[src/rtl/mips_loader_pkg.sv]
// mips_loader_pkg: shared FSM states, word geometry and checksum type for the program loader
package mips_loader_pkg;

    typedef enum logic [2:0] {
        S_IDLE,
        S_RECV,
        S_WRITE,
        S_CHK,
        S_BOOT,
        S_RUN,
        S_ERR
    } state_t;

    localparam int BYTES_PER_WORD = 4;

    typedef logic [7:0] csum_t;

endpackage

[src/rtl/loader_word_packer.sv]
// loader_word_packer: shifts accepted bytes into a big-endian 32-bit word and flags the 4th byte
module loader_word_packer
    import mips_loader_pkg::*;
(
    input  logic        clk,
    input  logic        rst_n,
    input  logic        clear,
    input  logic [7:0]  in_data,
    input  logic        accept,
    output logic [31:0] word,
    output logic        word_ready
);

    logic [1:0] cnt;

    assign word_ready = accept && cnt == 2'(BYTES_PER_WORD - 1);

    // first byte ends up in [31:24] after four shifts; clear realigns on a new load
    always_ff @(posedge clk or negedge rst_n) begin
        if (!rst_n) begin
            word <= '0;
            cnt  <= '0;
        end else if (clear) begin
            cnt <= '0;
        end else if (accept) begin
            word <= {word[23:0], in_data};
            cnt  <= cnt + 2'd1;
        end
    end

endmodule

[src/rtl/mips_program_loader.sv]
// mips_program_loader: streams a byte image into MIPS instruction memory then releases the core (optional MIPS_LOADER_CHECKSUM_EN)
module mips_program_loader
    import mips_loader_pkg::*;
#(
    parameter int          ADDR_W   = 11,
    parameter logic [31:0] START_PC = 32'h0000_0000
)
(
    input  logic              clk,
    input  logic              rst_n,
    input  logic              load_start,
    input  logic [ADDR_W:0]   load_len,
    input  logic [7:0]        in_data,
    input  logic              in_valid,
    output logic              in_ready,
    output logic [31:0]       instructionInput,
    output logic              instructionWriteEnable,
    output logic [ADDR_W-1:0] writeAddr,
    output logic [31:0]       PC,
    output logic              PC_set,
    output logic              busy,
    output logic              running,
    output logic              error
);

    localparam logic [ADDR_W:0] CAP = {1'b1, {ADDR_W{1'b0}}};
    localparam logic [ADDR_W:0] ONE = {{ADDR_W{1'b0}}, 1'b1};
`ifdef MIPS_LOADER_CHECKSUM_EN
    localparam state_t S_DONE = S_CHK;
`else
    localparam state_t S_DONE = S_BOOT;
`endif

    state_t          state, state_nx;
    logic [ADDR_W:0] len_q, word_cnt, word_nx;
    logic            accept, byte_acc, start_ok, word_ready;

    assign accept   = in_valid & in_ready;
    assign byte_acc = accept && state == S_RECV;
    assign start_ok = load_start && (state == S_IDLE || state == S_RUN || state == S_ERR);
    assign word_nx  = word_cnt + ONE;
    assign PC       = START_PC;

    loader_word_packer u_packer (
        .clk        (clk),
        .rst_n      (rst_n),
        .clear      (start_ok),
        .in_data    (in_data),
        .accept     (byte_acc),
        .word       (instructionInput),
        .word_ready (word_ready)
    );

`ifdef MIPS_LOADER_CHECKSUM_EN
    csum_t sum;

    // running modulo-256 sum of payload bytes, restarted by each accepted load
    always_ff @(posedge clk or negedge rst_n) begin
        if (!rst_n)
            sum <= '0;
        else if (start_ok)
            sum <= '0;
        else if (byte_acc)
            sum <= sum + in_data;
    end
`endif

    // state register
    always_ff @(posedge clk or negedge rst_n) begin
        if (!rst_n)
            state <= S_IDLE;
        else
            state <= state_nx;
    end

    // next-state logic; load requests outside IDLE/RUN/ERR fall through untouched
    always_comb begin
        state_nx = state;
        case (state)
            S_IDLE, S_RUN, S_ERR:
                if (load_start)
                    state_nx = load_len > CAP ? S_ERR : load_len == '0 ? S_DONE : S_RECV;
            S_RECV:  state_nx = word_ready ? S_WRITE : S_RECV;
            S_WRITE: state_nx = word_nx == len_q ? S_DONE : S_RECV;
`ifdef MIPS_LOADER_CHECKSUM_EN
            S_CHK:   if (accept) state_nx = in_data == sum ? S_BOOT : S_ERR;
`endif
            S_BOOT:  state_nx = S_RUN;
            default: state_nx = S_IDLE;
        endcase
    end

    // outputs decoded from the state register only, so in_ready never depends on in_valid
    always_comb begin
        in_ready               = state == S_RECV;
`ifdef MIPS_LOADER_CHECKSUM_EN
        in_ready               = in_ready || state == S_CHK;
`endif
        instructionWriteEnable = state == S_WRITE;
        PC_set                 = state != S_RUN;
        busy                   = state == S_RECV || state == S_WRITE || state == S_CHK || state == S_BOOT;
        running                = state == S_RUN;
        error                  = state == S_ERR;
    end

    // word counter and write address: cleared by a load, advanced after each write strobe
    always_ff @(posedge clk or negedge rst_n) begin
        if (!rst_n) begin
            len_q     <= '0;
            word_cnt  <= '0;
            writeAddr <= '0;
        end else if (start_ok) begin
            len_q     <= load_len;
            word_cnt  <= '0;
            writeAddr <= '0;
        end else if (state == S_WRITE) begin
            word_cnt  <= word_nx;
            writeAddr <= writeAddr + ADDR_W'(1);
        end
    end

endmodule

[config.mk]
export PLATFORM = sky130hd
export DESIGN_NAME = mips_program_loader
export DESIGN_NICKNAME = d
export VERILOG_FILES = /design/src/rtl/mips_loader_pkg.sv /design/src/rtl/loader_word_packer.sv /design/src/rtl/mips_program_loader.sv
export SDC_FILE = /design/constraint.sdc
export NUM_CORES = 1
export LEC_CHECK = 0
export CORE_ASPECT_RATIO = 1.1
export CORE_MARGIN = 5
export CORE_UTILIZATION = 52
export CTS_CLUSTER_SIZE = 14
export DETAILED_ROUTE_END_ITERATION = 16
export HOLD_SLACK_MARGIN = 0.03
export PLACE_DENSITY = 0.85
export SYNTH_ARGS = -nofsm -noshare
export SYNTH_HDL_FRONTEND = slang
export SYNTH_SLANG_ARGS = --single-unit
[constraint.sdc]
create_clock -name clk -period 4.3 [get_ports clk]
set_input_delay 0.86 -clock clk [delete_from_list [all_inputs] [get_ports clk]]
set_output_delay 0.86 -clock clk [all_outputs]
set_load 0.005 [all_outputs]
## Yosys cells after proc, flatten, opt, wreduce, memory -nomap -nowiden

Cells that the tools add are included.

- Bits in latches: 0
- Bits in registers: 72
- Memory bits (writable): 0
- Output and inout bits: 81
- Memories: 0
- Logic and storage cells: 48
- Memory bits (read-only): 0

- Bitwise gates (word level): 2
- Eq/ne operators: 10
- $add $sub $neg: 3
- Multiplexer cells: 12
- Divide/modulo/power cells: 0
- Reduce and logical (&&, ||, !) cells: 14
- Magnitude comparators: 1
- Shifts and indexed selects: 0
- Multipliers: 0

Operators with widths:

| operator | number |
|---|---|
| 2-to-1 mux 12 bit | 2 |
| 2-to-1 mux 11 bit | 2 |
| adder 12 x 1 -> 12 bit, second input constant | 1 |
| == test 12 bit | 1 |
| greater-than comparator 12 bit, second input constant | 1 |
| zero test 12 bit | 1 |
| 2-to-1 mux 3 bit | 4 |
| case mux 3 bit (4 select lines) | 1 |
| adder 11 x 1 -> 11 bit, second input constant | 1 |
| == test 3 bit, second input constant | 3 |
| == test 3 x 2 -> 1 bit, second input constant | 2 |
| 2-to-1 mux 2 bit | 3 |
| logical OR 1 bit | 5 |
| nonzero test 2 bit | 2 |
| == test 3 x 1 -> 1 bit, second input constant | 1 |
| logical AND 1 bit | 3 |
| zero test 3 bit | 1 |
| != test 3 bit, second input constant | 1 |
| OR reduction 3 bit | 1 |
| adder 2 x 1 -> 2 bit, second input constant | 1 |
| == test 2 bit, second input constant | 1 |
| != test 2 bit, second input constant | 1 |
| AND reduction 2 bit | 1 |
| AND 1 bit | 1 |
| inverter 1 bit | 1 |

## Logic depth before layout (Yosys ltp)

- Depth in word-level cells: 6
- Mapped depth: 8
- Gate-level depth less buffers: 7

## Modules after synthesis

A second synthesis with hierarchy kept.

- Cells, all modules: 351
- Area, all modules: 3958.8 µm²

Modules (own cells, without submodules):

| module | cells an instance | sequential area each (µm²) | times used | area an instance (µm²) |
|---|---|---|---|---|
| mips_program_loader | 274 | 950.9 | 1 | 2503.7 |
| loader_word_packer | 77 | 850.8 | 1 | 1455.1 |

## Least setup slack after synthesis

Ideal clock, no wire load.

- Kind: register to register
- Start point: register word_cnt[0]
- End point: register state[0]
- Buffers on the path: 1
- Setup time: 0.118 ns
- Path slack: 2.099 ns
- Arrival time: 2.083 ns
- Stages on the path, launching flop included: 9
- Path through: dfrtp_1 ha_1 and2_4 buf_6 nand2b_1 a211oi_1 o31ai_1 or4_1 a21o_1

- Word-level cells in the longest chain between the ends: 4

RTL lines:

| element | RTL line | source |
|---|---|---|
| start, declared | mips_program_loader.sv:35 | `logic [ADDR_W:0] len_q, word_cnt, word_nx;` |
| start signal, assigned | mips_program_loader.sv:117 | `word_cnt <= word_nx;` |
| adder 12 x 1 -> 12 bit | mips_program_loader.sv:41 | `assign word_nx = word_cnt + ONE;` |
| == test 12 bit | mips_program_loader.sv:84 | `S_WRITE: state_nx = word_nx == len_q ? S_DONE : S_RECV;` |
| 2-to-1 mux 3 bit | mips_program_loader.sv:84 |  |
| case mux 3 bit (4 select lines) | mips_program_loader.sv:79 | `case (state)` |
| end signal, assigned | mips_program_loader.sv:73 | `state <= state_nx;` |
| end, declared | mips_program_loader.sv:34 | `state_t state, state_nx;` |

Every way passes these cells.
A chain may end at the register's enable or synchronous reset.

## Worst setup path in the final report

- Start point: register state[2]
- End point: output port instructionWriteEnable

- Word-level cells in the longest chain between the ends: 1

RTL lines:

| element | RTL line | source |
|---|---|---|
| == test 3 x 2 -> 1 bit | mips_program_loader.sv:99 | `instructionWriteEnable = state == S_WRITE;` |
| end, declared | mips_program_loader.sv:17 | `output logic instructionWriteEnable,` |

Every way passes these cells.

==> summary.md <==
| Metric | Value |
|---|---|
| Antenna violations before repair | 0 |
| First-pass GRT wire length | 13600 um |
| Pins Over Slew Limit | 0 |
| Maximum buffer depth of the clock tree | 2 |
| Core Region | 7090 sq um |
| HPWL after detailed placement | 5880 um |
| Total grt overflow | 0 |
| Critical path data required time | 3.44 ns |
| Post-synthesis cell type count | 54 |
| Initial cell density of the core | 0.540 |
| Comb pwr share | 0.408 |
| Async set-reset flop share out of synthesis | 1.00 |
| Number of enable-type register cells in the synthesized netlist | 0 |
| Least setup slack across all paths after layout | 1.23 ns |
| Syn Area/Cell | 10.1 sq um |
| Critical path arrival | 2.21 ns |
| Total Nets Final | 471 |
| Headroom to the max-slew limit | 0.263 |
| Clock Skews | 0.00983 ns |
| Quantity of gates resized following cts | 0 |
| Post-layout min period | 3.07 ns |
| Sequential element share of the synthesized area | 0.470 |
| Die Width | 91.8 um |
| Synth Instances | 378 |
| Maximum capacitance violations | 0 |
| Kind of critical path | register to primary output |
| Unrepaired setup endpoints after global routing | false |
| Series of cell instances along the critical path | nand2b_1 > inv_2 > clkdlybuf4s50_1 |
| Setup TNS after final layout | 0 ns |
| Post-detailed-route count of antenna-violating nets | 0 |
| CP max FO | 16 |
| Maximum cell stage delay along the critical path | 0.57 ns |
| Part of the power in the clock network | 0.205 |
| Run status | finished clean |
| Hold Buf Count CTS | 0 |
| DR iter-0 viols | 166 |
| Most used flip-flop cell after synthesis | sky130_fd_sc_hd__dfrtp_1 |
| Maximum achievable frequency | 325 MHz |
| Final estimated routing congestion in global placement | 0.842 |
| Category of the worst setup path launch point | register |
| Die Y-Extent | 100 um |
| Rows | 32 |
| Worst hold stages | 2 |
| Sum of buffers and inverters on the critical path | 2 |
| First-pass detailed-route iteration total | 4 |
| Maximum number of pins on one net before global-route repair | 50 |
| Final-report hold violation count | 0 |
| Placed cells | 518 |
| Pwr Density | 630 nW/um^2 |
| Destination of the worst register-to-register timing path | state[0] |
| Cell area after synthesis | 3830 sq um |
| Total Routed Length | 8160 um |
| Fraction of layout instances using a drive strength above 1 | 0.147 |
| Clock transition at the registers of the reported paths | 0.08 ns |
| Number of buffers inserted by port buffering | 72 |
| Via density | 5.31 |
| Number of CTS-inserted buffers | 9 |
| Number of antenna repair diodes | 0 |
| Via count of the first global-routing pass | 2850 |
| Count of synthesis-stage warnings from yosys | 0 |
| Period utilization | 0.715 |
| Post-Place Setup Slack | 1.44 ns |
| CTS sink cnt | 72 |
| Worst slew pin tran | 1.11 ns |
| Startpoint of the tightest hold check path | len_q[6] |
| Vias | 2833 |
| TritonCTS clock tree | built |
| Sequential share of power | 0.387 |
| Final-report setup violation count | 0 |
| Net switching fraction of the power | 0.334 |
| Reg-to-reg slack, setup | 1.75 ns |
| Fin cells | 534 |
| Count of boundary I/O pins | 105 |
| Slowest library cell on the worst path | sky130_fd_sc_hd__clkdlybuf4s50_1 |
| Number of levels in the clock H-tree | 3 |
| Max IR drop VDD | 0.413 mV |
| Critical Path Sink Type | primary output |
| Critical register-to-register path startpoint | word_cnt[0] |
| Internal Dissipation | 1.96 mW |
| Worst Hold Path EP | len_q[6] |
| Flop and latch count out of synthesis | 72 |
| Post-route DRC violation count | 0 |
| Total track usage | 0.184 |
| Number of buffers added for setup after CTS | 0 |
| Detailed-route wire length per cell | 15.3 um |
| Family of cells with the greatest summed delay on the critical path | buffers and inverters |
| Power spent charging and discharging nets | 0.986 mW |
| Hold Path Class | register to register |
| Die Area | 9180 sq um |
| Leak pwr | 2.09 nW |
| Area Growth Syn to Fin | 22.3% |
| R2R cell count | 7 |
| CTS root buf | sky130_fd_sc_hd__clkbuf_8 |
| Clock latency on the worst-skew pair | 0.34 ns |
==> power by group through the flow <==
stage	Combinational [mW]	Sequential, mW	Clock [mW]
after CTS	1.22	1.14	0.620
after global routing	1.33	1.18	0.652
after detailed placement	1.21	1.15	0
after global placement	1.18	1.14	0
final	1.20	1.14	0.603
after floorplan	0.711	1.10	0
==> layout by cell type (no fill, tap or decap), types with 2 or more instances in the layout <==
cell                              synthesis  final
sky130_fd_sc_hd__clkbuf_8                 0      9
sky130_fd_sc_hd__nor4_1                   5      5
sky130_fd_sc_hd__ha_1                     3      3
sky130_fd_sc_hd__and3_1                   5      5
sky130_fd_sc_hd__nand2b_1                 2      2
sky130_fd_sc_hd__xnor2_1                  9      9
sky130_fd_sc_hd__a31oi_1                  3      3
sky130_fd_sc_hd__nor2b_1                  6      6
sky130_fd_sc_hd__nand2_1                 57     57
sky130_fd_sc_hd__bufinv_16                0      2
sky130_fd_sc_hd__dfrtp_1                 72     72
sky130_fd_sc_hd__nor2_1                  23     23
sky130_fd_sc_hd__clkinv_4                 0      2
sky130_fd_sc_hd__nand3_1                  4      4
sky130_fd_sc_hd__nor3b_1                  2      2
sky130_fd_sc_hd__o31ai_1                  2      2
sky130_fd_sc_hd__inv_6                    0      2
sky130_fd_sc_hd__o21ai_0                 19     19
sky130_fd_sc_hd__mux2_2                  33     33
sky130_fd_sc_hd__conb_1                   1     32
sky130_fd_sc_hd__xor2_1                  18     18
sky130_fd_sc_hd__clkdlybuf4s50_1          0     71
sky130_fd_sc_hd__a21oi_1                 10     10
sky130_fd_sc_hd__or3_1                    5      5
sky130_fd_sc_hd__inv_1                    6      6
sky130_fd_sc_hd__nor3_1                   8      8
sky130_fd_sc_hd__nand4_1                  5      5
sky130_fd_sc_hd__buf_4                   32      4
sky130_fd_sc_hd__and2_1                   2      2
==> per-stage QoR <==
stage	total power, mW	util	hold WS, ns	area, sq um
2_1_floorplan	1.81	-	0.465	3950
6_report	2.95	0.661	0.504	4680
3_5_place_dp	2.36	0.629	0.489	4460
3_3_place_gp	2.31	0.629	0.486	4460
5_1_grt	3.17	0.661	0.538	4680
4_1_cts	2.98	0.661	0.508	4680
==> registers in the layout, indices dropped and copies added (netlist names) <==
register,flops
state,3
u_packer.word,32
len_q,12
u_packer.cnt,2
writeAddr,11
word_cnt,12
==> final cells by class <==
class | instances | area (sq um)
tap | 85 | 106
clock buffer | 9 | 124
fill | 532 | 2400
sequential | 72 | 1800
inverter | 7 | 26.3
clock inverter | 7 | 103
timing repair buffer | 76 | 746
multi-input combinational | 278 | 1780
==> worst reg2reg max path, delay by kind of cell, from the launching register on <==
| family | cells | cell delay [ns] |
|---|---|---|
| and+or+nand+nor | 4 | 1.28 |
| DFF | 1 | 0.45 |
| adders and majority gates | 1 | 0.29 |
| xor gates and xnor gates | 1 | 0.23 |
| AOI/OAI and AO/OA | 1 | 0.20 |
==> synthesized netlist by cell type (all sizes together), types with 2 or more instances <==
cell / instances / area share
clkbuf: 8 / 0.0078
xor2: 19 / 0.045
or3: 5 / 0.0082
dfrtp: 72 / 0.47
nor3: 8 / 0.010
buf: 44 / 0.081
nand2: 58 / 0.059
nand3: 6 / 0.012
and3: 5 / 0.0082
a31oi: 4 / 0.010
ha: 3 / 0.0098
inv: 7 / 0.0069
o21ai: 19 / 0.025
and2: 3 / 0.0056
nand2b: 2 / 0.0033
nor3b: 2 / 0.0039
nor4: 6 / 0.014
nor2: 23 / 0.023
o31ai: 3 / 0.0072
mux2: 33 / 0.097
nand4: 6 / 0.011
nor2b: 6 / 0.0098
xnor2: 9 / 0.021
a21oi: 10 / 0.013
==> worst max-delay path by stage <==
stage / slack [ns] / endpoint / cells past startpoint / startpoint
2_1_floorplan: 2.10 / state[0] / 8 / word_cnt[0]
4_1_cts: 1.23 / instructionWriteEnable / 3 / state[2]
5_1_grt: 1.09 / instructionWriteEnable / 3 / state[2]
3_5_place_dp: 1.44 / state[2] / 6 / load_len[1]
3_3_place_gp: 1.54 / state[2] / 6 / load_len[1]
6_report: 1.23 / instructionWriteEnable / 3 / state[2]
==> cells by family after synthesis <==
group | after synthesis | share of synthesized area
and+or+nand+nor | 131 | 0.170
DFF | 72 | 0.470
buffers and inverters | 59 | 0.0960
AOI/OAI and AO/OA | 50 | 0.0869
muxes | 34 | 0.0996
xor gates and xnor gates | 28 | 0.0660
adders and majority gates | 3 | 0.00980
other | 1 | 0.000979
==> layer usage <==
| layer | up-vias | wire, um | GRT usage |
|---|---|---|---|
| li1 | 1356 | - | - |
| met1 | 1360 | 3190 | 0.212 |
| met5 | - | 0 | 0 |
| met2 | 99 | 4000 | 0.306 |
| met4 | 0 | 179 | 0.0811 |
| met3 | 18 | 800 | 0.0697 |
Power figures use the tool's default switching activity.
